[src/rtl/axistream_pkg.sv]
// Shared constants and helpers for the AXI-Stream framing blocks.
package axistream_pkg;

  localparam int AXIS_LEN_UNLIMITED = 0;
  localparam int DEF_DATA_WIDTH     = 8;
  localparam int DEF_LEN_WIDTH      = 16;
  localparam int DEF_COUNT_WIDTH    = 16;
  localparam int DEF_TIMEOUT        = 0;

  function automatic int clog2(input int value);
    int result;
    int rem;
    result = 0;
    rem    = value - 1;
    while (rem > 0) begin
      result = result + 1;
      rem    = rem >> 1;
    end
    return result;
  endfunction

endpackage

[src/rtl/axistream_idle_timer.sv]
// Saturating idle counter; expired pulses on the edge where the count reaches LIMIT.
module axistream_idle_timer
  import axistream_pkg::*;
#(
  parameter int LIMIT = 4
) (
  input  logic clk,
  input  logic rst_n,
  input  logic clear,
  input  logic enable,
  output logic expired
);

  localparam int W = clog2(LIMIT + 1);

  logic [W-1:0] idle_cnt;

  always_ff @(posedge clk or negedge rst_n) begin
    if (!rst_n) begin
      idle_cnt <= '0;
    end else if (clear) begin
      idle_cnt <= '0;
    end else if (enable && (idle_cnt != W'(LIMIT))) begin
      idle_cnt <= idle_cnt + W'(1);
    end
  end

  assign expired = !clear && enable && (idle_cnt == W'(LIMIT - 1));

endmodule

[src/rtl/axistream_packetize.sv]
// One-beat holding framer: releases a beat once its successor exists or the packet is closed
// (src_tlast, add_tlast, max_len or idle timeout), with full backpressure to the source.
module axistream_packetize
  import axistream_pkg::*;
#(
  parameter int DATA_WIDTH  = DEF_DATA_WIDTH,
  parameter int LEN_WIDTH   = DEF_LEN_WIDTH,
  parameter int TIMEOUT     = DEF_TIMEOUT,
  parameter int COUNT_WIDTH = DEF_COUNT_WIDTH
) (
  input  logic                   clk,
  input  logic                   rst_n,
  input  logic                   src_tvalid,
  output logic                   src_tready,
  input  logic [DATA_WIDTH-1:0]  src_tdata,
  input  logic                   src_tlast,
  output logic                   dest_tvalid,
  input  logic                   dest_tready,
  output logic [DATA_WIDTH-1:0]  dest_tdata,
  output logic                   dest_tlast,
  input  logic                   add_tlast,
  input  logic [LEN_WIDTH-1:0]   max_len,
  output logic [COUNT_WIDTH-1:0] pkt_count,
  output logic                   cmd_dropped
);

  logic                  buf_valid;
  logic [DATA_WIDTH-1:0] buf_data;
  logic                  buf_last;
  logic                  close_flag;
  logic [LEN_WIDTH-1:0]  pkt_idx;
  logic [LEN_WIDTH:0]    idx_next;
  logic                  len_hit;
  logic                  close;
  logic                  transfer;
  logic                  load;
  logic                  timeout_hit;

  // The extra bit keeps pkt_idx+1 from wrapping before the >= compare.
  assign idx_next    = {1'b0, pkt_idx} + (LEN_WIDTH + 1)'(1);
  assign len_hit     = (max_len != LEN_WIDTH'(AXIS_LEN_UNLIMITED)) && (idx_next >= {1'b0, max_len});
  assign close       = buf_last || close_flag || add_tlast || len_hit;

  assign dest_tvalid = buf_valid && (src_tvalid || close);
  assign dest_tlast  = buf_valid && close;
  assign dest_tdata  = buf_data;
  assign transfer    = dest_tvalid && dest_tready;
  assign src_tready  = rst_n && (!buf_valid || transfer);
  assign load        = src_tvalid && src_tready;

  generate
    if (TIMEOUT > 0) begin : g_timer
      axistream_idle_timer #(
        .LIMIT (TIMEOUT)
      ) u_idle_timer (
        .clk     (clk),
        .rst_n   (rst_n),
        .clear   (load),
        .enable  (buf_valid && !src_tvalid && !transfer),
        .expired (timeout_hit)
      );
    end else begin : g_no_timer
      assign timeout_hit = 1'b0;
    end
  endgenerate

  always_ff @(posedge clk or negedge rst_n) begin
    if (!rst_n) begin
      buf_valid   <= 1'b0;
      buf_data    <= '0;
      buf_last    <= 1'b0;
      close_flag  <= 1'b0;
      pkt_idx     <= '0;
      pkt_count   <= '0;
      cmd_dropped <= 1'b0;
    end else begin
      // A command in a transfer+load cycle belongs to the outgoing beat only.
      if (load) begin
        buf_data   <= src_tdata;
        buf_last   <= src_tlast;
        buf_valid  <= 1'b1;
        close_flag <= add_tlast && !buf_valid;
      end else if (transfer) begin
        buf_valid  <= 1'b0;
        close_flag <= 1'b0;
      end else if (buf_valid) begin
        close_flag <= close_flag || add_tlast || timeout_hit;
      end

      if (transfer) begin
        pkt_idx <= dest_tlast ? '0 : pkt_idx + LEN_WIDTH'(1);
        if (dest_tlast) begin
          pkt_count <= pkt_count + COUNT_WIDTH'(1);
        end
      end

      cmd_dropped <= add_tlast && !buf_valid && !load;
    end
  end

endmodule

[config.mk]
export PLATFORM = sky130hd
export DESIGN_NAME = axistream_packetize
export DESIGN_NICKNAME = d
export VERILOG_FILES = /design/src/rtl/axistream_pkg.sv /design/src/rtl/axistream_idle_timer.sv /design/src/rtl/axistream_packetize.sv
export SDC_FILE = /design/constraint.sdc
export NUM_CORES = 1
export LEC_CHECK = 0
export CORE_MARGIN = 10
export CORE_UTILIZATION = 50
export CTS_BUF_LIST = sky130_fd_sc_hd__clkbuf_4 sky130_fd_sc_hd__clkbuf_8 sky130_fd_sc_hd__clkbuf_16
export CTS_CLUSTER_DIAMETER = 150
export DETAILED_ROUTE_END_ITERATION = 10
export PLACE_DENSITY = 0.82
export SYNTH_ARGS = -nofsm -noshare
export SYNTH_HDL_FRONTEND = slang
export SYNTH_SLANG_ARGS = --single-unit
[constraint.sdc]
create_clock -name clk -period 4.2 [get_ports clk]
set_input_delay 0.63 -clock clk [delete_from_list [all_inputs] [get_ports clk]]
set_output_delay 0.63 -clock clk [all_outputs]
set_load 0.005 [all_outputs]
==> metrics.txt, run 1 <==
Routed met1 length roughly 3.0 mm; core footprint 0.00544 sq mm; Starting Density 51.0%; fillers 426; fraction of layout cells with a size suffix above 1 19.8%; Async SR Flop Fraction 100%; fmax 240 MHz; CP Max Fanout 3; Iteration-0 DRC Markers 180; leakage around 0.0017 uW; first-pass GRT wire length 12.0 mm; via/cell ratio about 5.6; kind of critical path reg -> out; number of CTS-inserted buffers 5; input/output buffers 57; reg2reg setup slack 230 ps; GRT Total Usage 16.3%; cell count after synthesis 291; Clk pwr share 26.8%; nets 411; unrepaired setup endpoints after global routing true; vias post-DR roughly 2400; Synth Cell Area 0.00277 sq mm; Die Wd 94.5 microns; relative slew slack 37.7%; Post-Syn Nets about 340; Switching Share 27.9%; Avg Cell Area, Syn 9.53 sq um; largest net degree at the start of global routing 40; Post-synth EDFFs 0; met2 routed WL 3.60 mm; Root Driver clkbuf_8; Seq cells post-synth 44; NetSw 300 uW; top-area cell type share of the netlist area 39.7%; Final ANT Viol Nets 0; CP Data Required Time about 3600 ps; WL final 7.37 mm; Final Max Tran Viols 0; Hold Fails Final Rpt 0; Setup Viol. Count Final 0; Setup TNS Final 0 ps; die area between 0.008 and 0.009 sq mm; Clk pin slew, worst setup/hold paths 80 ps; detailed placer's ending HPWL between 5 and 6 mm; global route overflow 0; drt first pass iters 4; pre-CTS WS -83.0 ps; post-cts hold buffer count 0; cell area after layout 0.00371 sq mm; synth warn 0; DRC 0; CP startpoint pkt_idx[0]; Seq/Total Area, Yosys 39.7%; Register-to-Register Path Depth 16; max-cap viol count 0; most frequent cells in the layout clkdlybuf4s50_1 (53), dfrtp_1 (44), inv_1 (34); status finished, final reports clean; Worst Hold Class in -> async; vias in the first global route 2572; Main synth FF type dfrtp_1; Synth cell types 49; Top Metal Used met4; Arr. time, crit path around 3500 ps; Worst Slack Setup Final 28.0 ps; Clock Skews 6.03 ps; minimum clock period 4170 ps; average wire per standard cell 16.9 microns; sequential cell fraction of total power 47.7%; initial antenna violation count 0; FP Rows 27; Final period util 99.3%; Int Pwr 778 uW; crit start category flop; I/O pin cnt 58; Combinational Power Share 25.5%; CTS tree yes; Placed Area about 0.0035 sq mm; buffer depth of the longest clock path 2; R2R Path Start pkt_idx[0]; Skew-Pair Late Insertion Delay ~300 ps; Die Span Y 94.5 microns; DR WL met3 665 microns; most common cell after layout, fill and taps aside clkdlybuf4s50_1; # H-tree levels 2; Worst-Margin Slew 933 ps; CTS sink count 44; Crit. End Element output pin; worst-case vdd ir drop 270 uV; area delta synth->final 33.9%; RD Place Congestion 0.811; Inserted Diodes 0; synth top area cells dfrtp_1 (40%), ha_1 (8.1%), xor2_1 (4.7%); Synth area leader dfrtp_1; PwrDens about 290 mW/mm^2
[area by class of cell]
type	count	area [sq um]	area share (%)
multi-input combinational	202	1600	43.0
tap	72	90.1	2.43
timing repair buffer	76	702	18.9
clock buffer	8	97.6	2.63
sequential	44	1100	29.6
inverter	34	128	3.44
[timing repair]
action | 4_1_cts | 5_1_grt
setup buffers | 2 | 3
pin swaps | 5 | 15
hold endpoints to repair | 0 | 0
resized for setup | 8 | 20
endpoints found under the setup margin | 3 | 18
[power groups by stage]
stage / logic [uW] / registers (uW) / clock network (uW)
after CTS: 274 / 515 / 295
after detailed placement: 269 / 522 / 0
after global placement: 264 / 519 / 0
after floorplan: 111 / 517 / 0
after global routing: 304 / 522 / 314
final: 275 / 514 / 289
[registers in the layout (all words and copies together) (netlist names)]
register,cells
buf_valid,1
cmd_dropped,1
pkt_count,16
pkt_idx,16
dest_tdata,8
close_flag,1
buf_last,1
[per-layer routing]
layer / track usage, % / vias up
met5: 0 / -
met3: 6.03 / 7
met4: 3.99 / 0
li1: - / 1178
met2: 27.3 / 87
met1: 19.4 / 1152
[critical path, cell delays in order (launching register included)]
cell and delay (ps):
dfrtp_1 360, ha_2 190, nand3_2 90, or4_4 600, nor3_4 260, xnor2_2 150
ha_1 270, buf_4 140, nand3_1 160, nor3_2 70, o31a_1 130, nor4_4 320
nor2_2 90, o311a_1 300, clkbuf_2 120
[Yosys cell counts, drive strengths merged (2+ instances only)]
cell type	count
dfrtp	44
inv	34
ha	18
nor3	17
o21ai	16
nor2	15
xor2	15
nand3	14
mux2	10
nand2	10
nor4	8
o221ai	8
or2	8
buf	7
and3	6
nand4	6
xnor2	6
o211ai	5
a21oi	4
clkbuf	4
and2	3
and4	3
nor2b	3
nor3b	3
nor4b	3
a211oi	2
a21o	2
mux2i	2
o31a	2
o32ai	2
[cells by family after synthesis]
group	Yosys count	synth area share [%]
simple gates	103	22.1
compound gates	48	12.1
buf+inv	45	6.54
flops	44	39.7
xor+xnor	21	6.63
fa+ha+maj	18	8.12
mux	12	4.78
[through the flow]
step / utilization [%] / power [uW] / std cells / hold WS (ps)
after floorplan: - / 628 / 291 / 334
after global placement: 64.0 / 783 / 423 / 458
after detailed placement: 64.0 / 791 / 423 / 478
after CTS: 66.3 / 1080 / 433 / 155
after global routing: 68.3 / 1140 / 436 / 152
final: 68.3 / 1080 / 436 / 162
[final timing paths]
kind	to
max	src_tready
max in group asynchronous	pkt_count[8]
min	pkt_idx[12]
min in group clk	pkt_count[15]
max reg2reg	pkt_count[1]
min reg2reg	pkt_count[15]
(Power assumes the default switching activity.)
==> run 2, diff against run 1 <==
--- a/config.mk
+++ b/config.mk
@@ -10,7 +10,9 @@
 export CTS_BUF_LIST = sky130_fd_sc_hd__clkbuf_4 sky130_fd_sc_hd__clkbuf_8 sky130_fd_sc_hd__clkbuf_16
 export CTS_CLUSTER_DIAMETER = 150
 export DETAILED_ROUTE_END_ITERATION = 10
+export GPL_ROUTABILITY_DRIVEN = 0
 export PLACE_DENSITY = 0.82
 export SYNTH_ARGS = -nofsm -noshare
 export SYNTH_HDL_FRONTEND = slang
 export SYNTH_SLANG_ARGS = --single-unit
+export TNS_END_PERCENT = 50
==> run 2 against run 1 <==
Effect of this change:
- the run now ends with negative setup slack left
- combinational power fell by 2%
- highest routed layer unchanged
- largest power group unchanged
- final cell count is 0.69% lower
- routed wire length shrank 3.3%
- sequential cell count did not move
- register-to-register slack improved by 120 ps
- clock power barely moved
- worst setup slack worse by 49 ps
- sequential power about the same
- critical endpoint unchanged
- die area unchanged
- clock skew hardly changed
==> metrics.txt, run 2 (synthesized netlist as in run 1, its figures left out) <==
drt first pass iters 4 (unchanged); first-pass GRT wire length 11.9 mm (-0.64%); WL final 7.12 mm (-3.3%); I/O pin cnt 58 (unchanged); DRC 0 (unchanged); vias post-DR 2419 (-0.21%); worst-case vdd ir drop 270 uV (about the same); unrepaired setup endpoints after global routing true; status finished, violations left; detailed placer's ending HPWL 5.18 mm (unchanged); # H-tree levels 2 (unchanged); Combinational Power Share 25.0% (-0.5 points); CP Data Required Time 3570 ps (about the same); Final ANT Viol Nets 0 (unchanged); via/cell ratio 5.59 (+0.49%); vias in the first global route 2558 (-0.54%); PwrDens 295 mW/mm^2 (+1.6%); Arr. time, crit path 3590 ps (+50 ps); Worst-Margin Slew 932 ps (-1.57 ps); Inserted Diodes 0 (unchanged); number of CTS-inserted buffers 5 (unchanged); fraction of layout cells with a size suffix above 1 17.2% (-2.6 points); Worst Hold Class in -> async; most common cell after layout, fill and taps aside clkdlybuf4s50_1; max-cap viol count 0 (unchanged); buffer depth of the longest clock path 2 (unchanged); CP Max Fanout 4 (+1); sequential cell fraction of total power 48.0% (+0.3 points); Iteration-0 DRC Markers 187 (+3.9%); Worst Slack Setup Final -21.3 ps (-49.2 ps); Root Driver clkbuf_8; fmax 237 MHz (-1.2%); placed cells 423 (unchanged); fillers 427 (+0.23%); post-cts hold buffer count 0 (unchanged); Final period util 101% (+1.2 points); final core utilization 66.9% (-1.4 points); initial antenna violation count 0 (unchanged); average wire per standard cell 16.4 microns (-2.7%); Clk pin slew, worst setup/hold paths 80 ps (about the same); relative slew slack 37.8% (+0.10 points); Int Pwr 774 uW (-0.46%); global route overflow 0 (unchanged); FP Rows 27 (unchanged); Skew-Pair Late Insertion Delay 300 ps (about the same); Starting Density 51.0% (unchanged); die area 0.00893 sq mm (unchanged); Die Span Y 94.5 microns (unchanged); NetSw 298 uW (-0.72%); core footprint 0.00544 sq mm (unchanged); Die Wd 94.5 microns (unchanged); most frequent cells in the layout clkdlybuf4s50_1 (53), dfrtp_1 (44), inv_1 (34); failing checks negative setup slack; kind of critical path reg -> out; CTS sink count 44 (unchanged); Hold Fails Final Rpt 0 (unchanged); nets 408 (-0.73%); Clk pwr share 27.0% (+0.2 points); Final Non-Filler Cells 433 (-0.69%); Register-to-Register Path Depth 14 (-2); Setup Viol. Count Final 1 (+1); Final Max Tran Viols 0 (unchanged); input/output buffers 57 (unchanged); area delta synth->final 31.1%; minimum clock period 4220 ps (+49.2 ps); largest net degree at the start of global routing 40 (unchanged); crit start category flop; Clock Skews 6.27 ps (+0.231 ps); leakage 0.00169 uW (-3.2%); Switching Share 27.8% (-0.052 points); Crit. End Element output pin; GRT Total Usage 16.2% (-0.11 points); CTS tree yes
[run 2: cell count changes in the layout (fill, tap and decap cells not counted), moves of 2 or more]
cell / delta
buf_4: -2
xnor2_2: -2
dlygate4sd2_1: +2
xnor2_1: +2
nor3_4: -2
clkbuf_2: -2
[run 2: path summary, 6_finish.rpt]
path | start | end | slack [ps]
worst max-delay path | pkt_idx[1] | src_tready | -20
worst min-delay path | rst_n | pkt_idx[12] | 160
worst max register to register | pkt_idx[1] | close_flag | 350
worst min register to register | pkt_count[15] | pkt_count[15] | 490
max in group asynchronous | rst_n | pkt_count[11] | 3310
min in group clk | pkt_count[15] | pkt_count[15] | 490
[run 2: worst max-delay path: stages (launching register included)]
cell	delay, ps
dfrtp_1	360
ha_2	190
nand3_2	90
or4_4	520
and2_1	190
or2_2	290
ha_1	280
nand4_1	130
nor3_2	50
o31a_1	330
nor4_4	190
nor2_2	110
o311a_1	300
dlygate4sd2_1	270
[run 2: routing by layer]
layer  GRT usage [%]  vias to the layer above  wire length [microns]
met5               0                        -                      0
met4            3.99                        0                     69
met3            6.03                        7                    628
met2            27.0                       81                   3460
met1            19.4                     1157                   2960
li1                -                     1174                      -
[run 2: metrics by stage]
stage / hold WS (ps) / instance area, sq um / setup WS [ps] / power (uW) / TNS (ps)
detailed placement: 478 / 3480 / -83.0 / 791 / -83.0
global placement: 458 / 3480 / 51.9 / 783 / 0
CTS: 155 / 3590 / -92.6 / 1080 / -133
global route: 152 / 3640 / -215 / 1130 / -233
finish: 159 / 3640 / -21.3 / 1070 / -21.3
floorplan: 334 / 2770 / 304 / 628 / 0
[run 2: final cells by class]
cell class / count / area, sq um / share of cell area, %
multi-input combinational: 202 / 1540 / 42.2
tap: 72 / 90.1 / 2.48
sequential: 44 / 1100 / 30.3
inverter: 34 / 128 / 3.51
timing repair buffer: 73 / 686 / 18.9
clock buffer: 8 / 97.6 / 2.68
[run 2: what timing repair did]
action                     in CTS  in global routing
buffers inserted                0                  2
pin swaps                       4                  5
setup endpoints to repair       3                  3
resized for setup               6                  7
[run 2: power groups by stage]
stage / combinational [uW] / sequential, uW / clock [uW]
2_1_floorplan: 111 / 517 / 0
3_3_place_gp: 264 / 519 / 0
6_report: 269 / 515 / 289
4_1_cts: 270 / 515 / 295
5_1_grt: 297 / 522 / 314
3_5_place_dp: 269 / 522 / 0
==> run 3, diff against run 2 <==
--- a/config.mk
+++ b/config.mk
@@ -12,6 +12,7 @@
 export DETAILED_ROUTE_END_ITERATION = 10
 export GPL_ROUTABILITY_DRIVEN = 0
 export PLACE_DENSITY = 0.82
+export RECOVER_POWER = 25
 export SYNTH_ARGS = -nofsm -noshare
 export SYNTH_HDL_FRONTEND = slang
 export SYNTH_SLANG_ARGS = --single-unit
==> run 3 against run 2 <==
Effect of this change:
- clock skew shrank 0.55 ps
- power is essentially flat
- clock power is essentially flat
- utilization shrank 0.092 points
- critical endpoint unchanged
- fmax is essentially flat
- clock-buffer cell count is the same
- combinational power is essentially flat
- non-clock buffer count is the same
- final cell count is the same
- the flow finishes with violations (max-capacitance violations, max-slew violations, negative setup slack)
- sequential share of layout area is essentially flat
- die area is the same
==> metrics.txt, run 3 (synthesized netlist as in run 1, its figures left out) <==
CP Data Required Time 3570 ps (about the same); worst-case vdd ir drop 271 uV (+0.35%); footprint of the multi-input gates 0.00154 sq mm (unchanged); CTS sink count 44 (unchanged); Int Pwr 774 uW (about the same); DRC 0 (unchanged); Crit-path slowest cell or4_4; GRT Total Usage 16.2% (unchanged); initial antenna violation count 0 (unchanged); number of CTS-inserted buffers 5 (unchanged); Final ANT Viol Nets 0 (unchanged); average wire per standard cell 16.5 microns (about the same); PwrDens 295 mW/mm^2 (about the same); max-cap viol count 1 (+1); Iteration-0 DRC Markers 149 (-20%); failing checks max-capacitance violations, max-slew violations, negative setup slack; Clock Skews 5.72 ps (-0.547 ps); pre-CTS WS -83.0 ps (unchanged); delay-heaviest family, CP simple AND/OR/NAND/NOR gates; Die Span Y 94.5 microns (unchanged); most frequent cells in the layout clkdlybuf4s50_1 (53), dfrtp_1 (44), inv_1 (34); global route overflow 0 (unchanged); reg2reg setup slack 360 ps (about the same); Setup Viol. Count Final 1 (unchanged); unrepaired setup endpoints after global routing true; leakage 0.00169 uW (-0.38%); vias post-DR 2411 (-0.33%); fraction of layout cells with a size suffix above 1 16.6% (-0.55 points); detailed placer's ending HPWL 5.18 mm (unchanged); Hold Fails Final Rpt 0 (unchanged); post-cts hold buffer count 0 (unchanged); crit path buf inv count 1 (unchanged); Clk pin slew, worst setup/hold paths 80 ps (about the same); fillers 430 (+0.70%); I/O pin cnt 58 (unchanged); FP Rows 27 (unchanged); worst path cell trace ha_2 > nand3_2 > or4_4 > and2_1 > or2_2 > ha_1 > nand4_1 > nor3_2 > o31a_1 > nor4_4 > nor2_2 > o311a_1 > dlygate4sd2_1; Inserted Diodes 0 (unchanged); first-pass GRT wire length 11.9 mm (unchanged); cell area after layout 0.00363 sq mm (-0.14%); # H-tree levels 2 (unchanged); status finished, violations left; die area 0.00893 sq mm (unchanged); Starting Density 51.0% (unchanged); core footprint 0.00544 sq mm (unchanged); crit start category flop; Clk pwr share 27.0% (about the same); Combinational Power Share 25.0% (about the same); CP Max Fanout 4 (unchanged); vias in the first global route 2558 (unchanged); Crit. End Element output pin; Root Driver clkbuf_8; Worst-Margin Slew 2050 ps (+1120 ps); drt first pass iters 4 (unchanged); sequential cell fraction of total power 48.0% (about the same); nets 408 (unchanged); Reg area 0.00110 sq mm (unchanged); Worst Hold Class in -> async; Final Max Tran Viols 40 (+40); largest net degree at the start of global routing 40 (unchanged); buffer depth of the longest clock path 2 (unchanged); delay of the slowest critical-path stage 520 ps (about the same); area delta synth->final 30.9%; CTS tree yes; WL final 7.12 mm (about the same); Skew-Pair Late Insertion Delay 300 ps (about the same); input/output buffers 57 (unchanged); minimum clock period 4220 ps (+1.12 ps); most common cell after layout, fill and taps aside clkdlybuf4s50_1; Die Wd 94.5 microns (unchanged); Placed Area 0.00348 sq mm (unchanged); via/cell ratio 5.57 (-0.33%); Final period util 101% (about the same); NetSw 298 uW (-0.11%); relative slew slack -37.0% (-75 points); Switching Share 27.8% (about the same); Arr. time, crit path 3590 ps (about the same); Worst Slack Setup Final -22.4 ps (-1.12 ps); fmax 237 MHz (about the same); kind of critical path reg -> out
==> run 3: stage by stage <==
stage	setup TNS, ps	util, %	cells	total power, uW	hold WS, ps
3_5_place_dp	-83.0	64.0	423	791	478
4_1_cts	-133	66.0	431	1080	155
5_1_grt	-233	66.8	433	1130	245
3_3_place_gp	0	64.0	423	783	458
6_report	-22.4	66.8	433	1070	240
2_1_floorplan	0	-	291	628	334
==> run 3: layer usage <==
| layer | wire length [microns] | GRT usage, % | vias to the layer above |
|---|---|---|---|
| met3 | 666 | 6.03 | 7 |
| met1 | 2910 | 19.4 | 1149 |
| met4 | 68 | 3.99 | 0 |
| met2 | 3480 | 27.0 | 82 |
| li1 | - | - | 1173 |
| met5 | 0 | 0 | - |
==> run 3: cell type report <==
cell class | count | area share, %
multi-input combinational | 202 | 42.3
timing repair buffer | 73 | 18.7
sequential | 44 | 30.3
tap | 72 | 2.48
inverter | 34 | 3.51
clock buffer | 8 | 2.69
==> run 3: power groups by stage <==
| stage | clock network [uW] | registers (uW) | logic, uW |
|---|---|---|---|
| after floorplan | 0 | 517 | 111 |
| after global placement | 0 | 519 | 264 |
| after detailed placement | 0 | 522 | 269 |
| after CTS | 295 | 515 | 270 |
| after global routing | 314 | 522 | 297 |
| final | 290 | 515 | 268 |
==> run 3: path summary, 6_finish.rpt <==
kind / depth (start not counted) / end / start
worst max-delay path: 13 / src_tready / pkt_idx[0]
min in group clk: 1 / pkt_count[15] / pkt_count[15]
max in group asynchronous: 2 / pkt_count[11] / rst_n
worst min-delay path: 1 / pkt_idx[12] / rst_n
worst max register to register: 14 / close_flag / pkt_idx[0]
worst min register to register: 1 / pkt_count[15] / pkt_count[15]
==> run 3: timing repair <==
| item | in CTS | in global routing |
|---|---|---|
| buffers inserted | 0 | 2 |
| pin swaps | 4 | 5 |
| resized for setup | 6 | 7 |
| endpoints found under the setup margin | 3 | 3 |
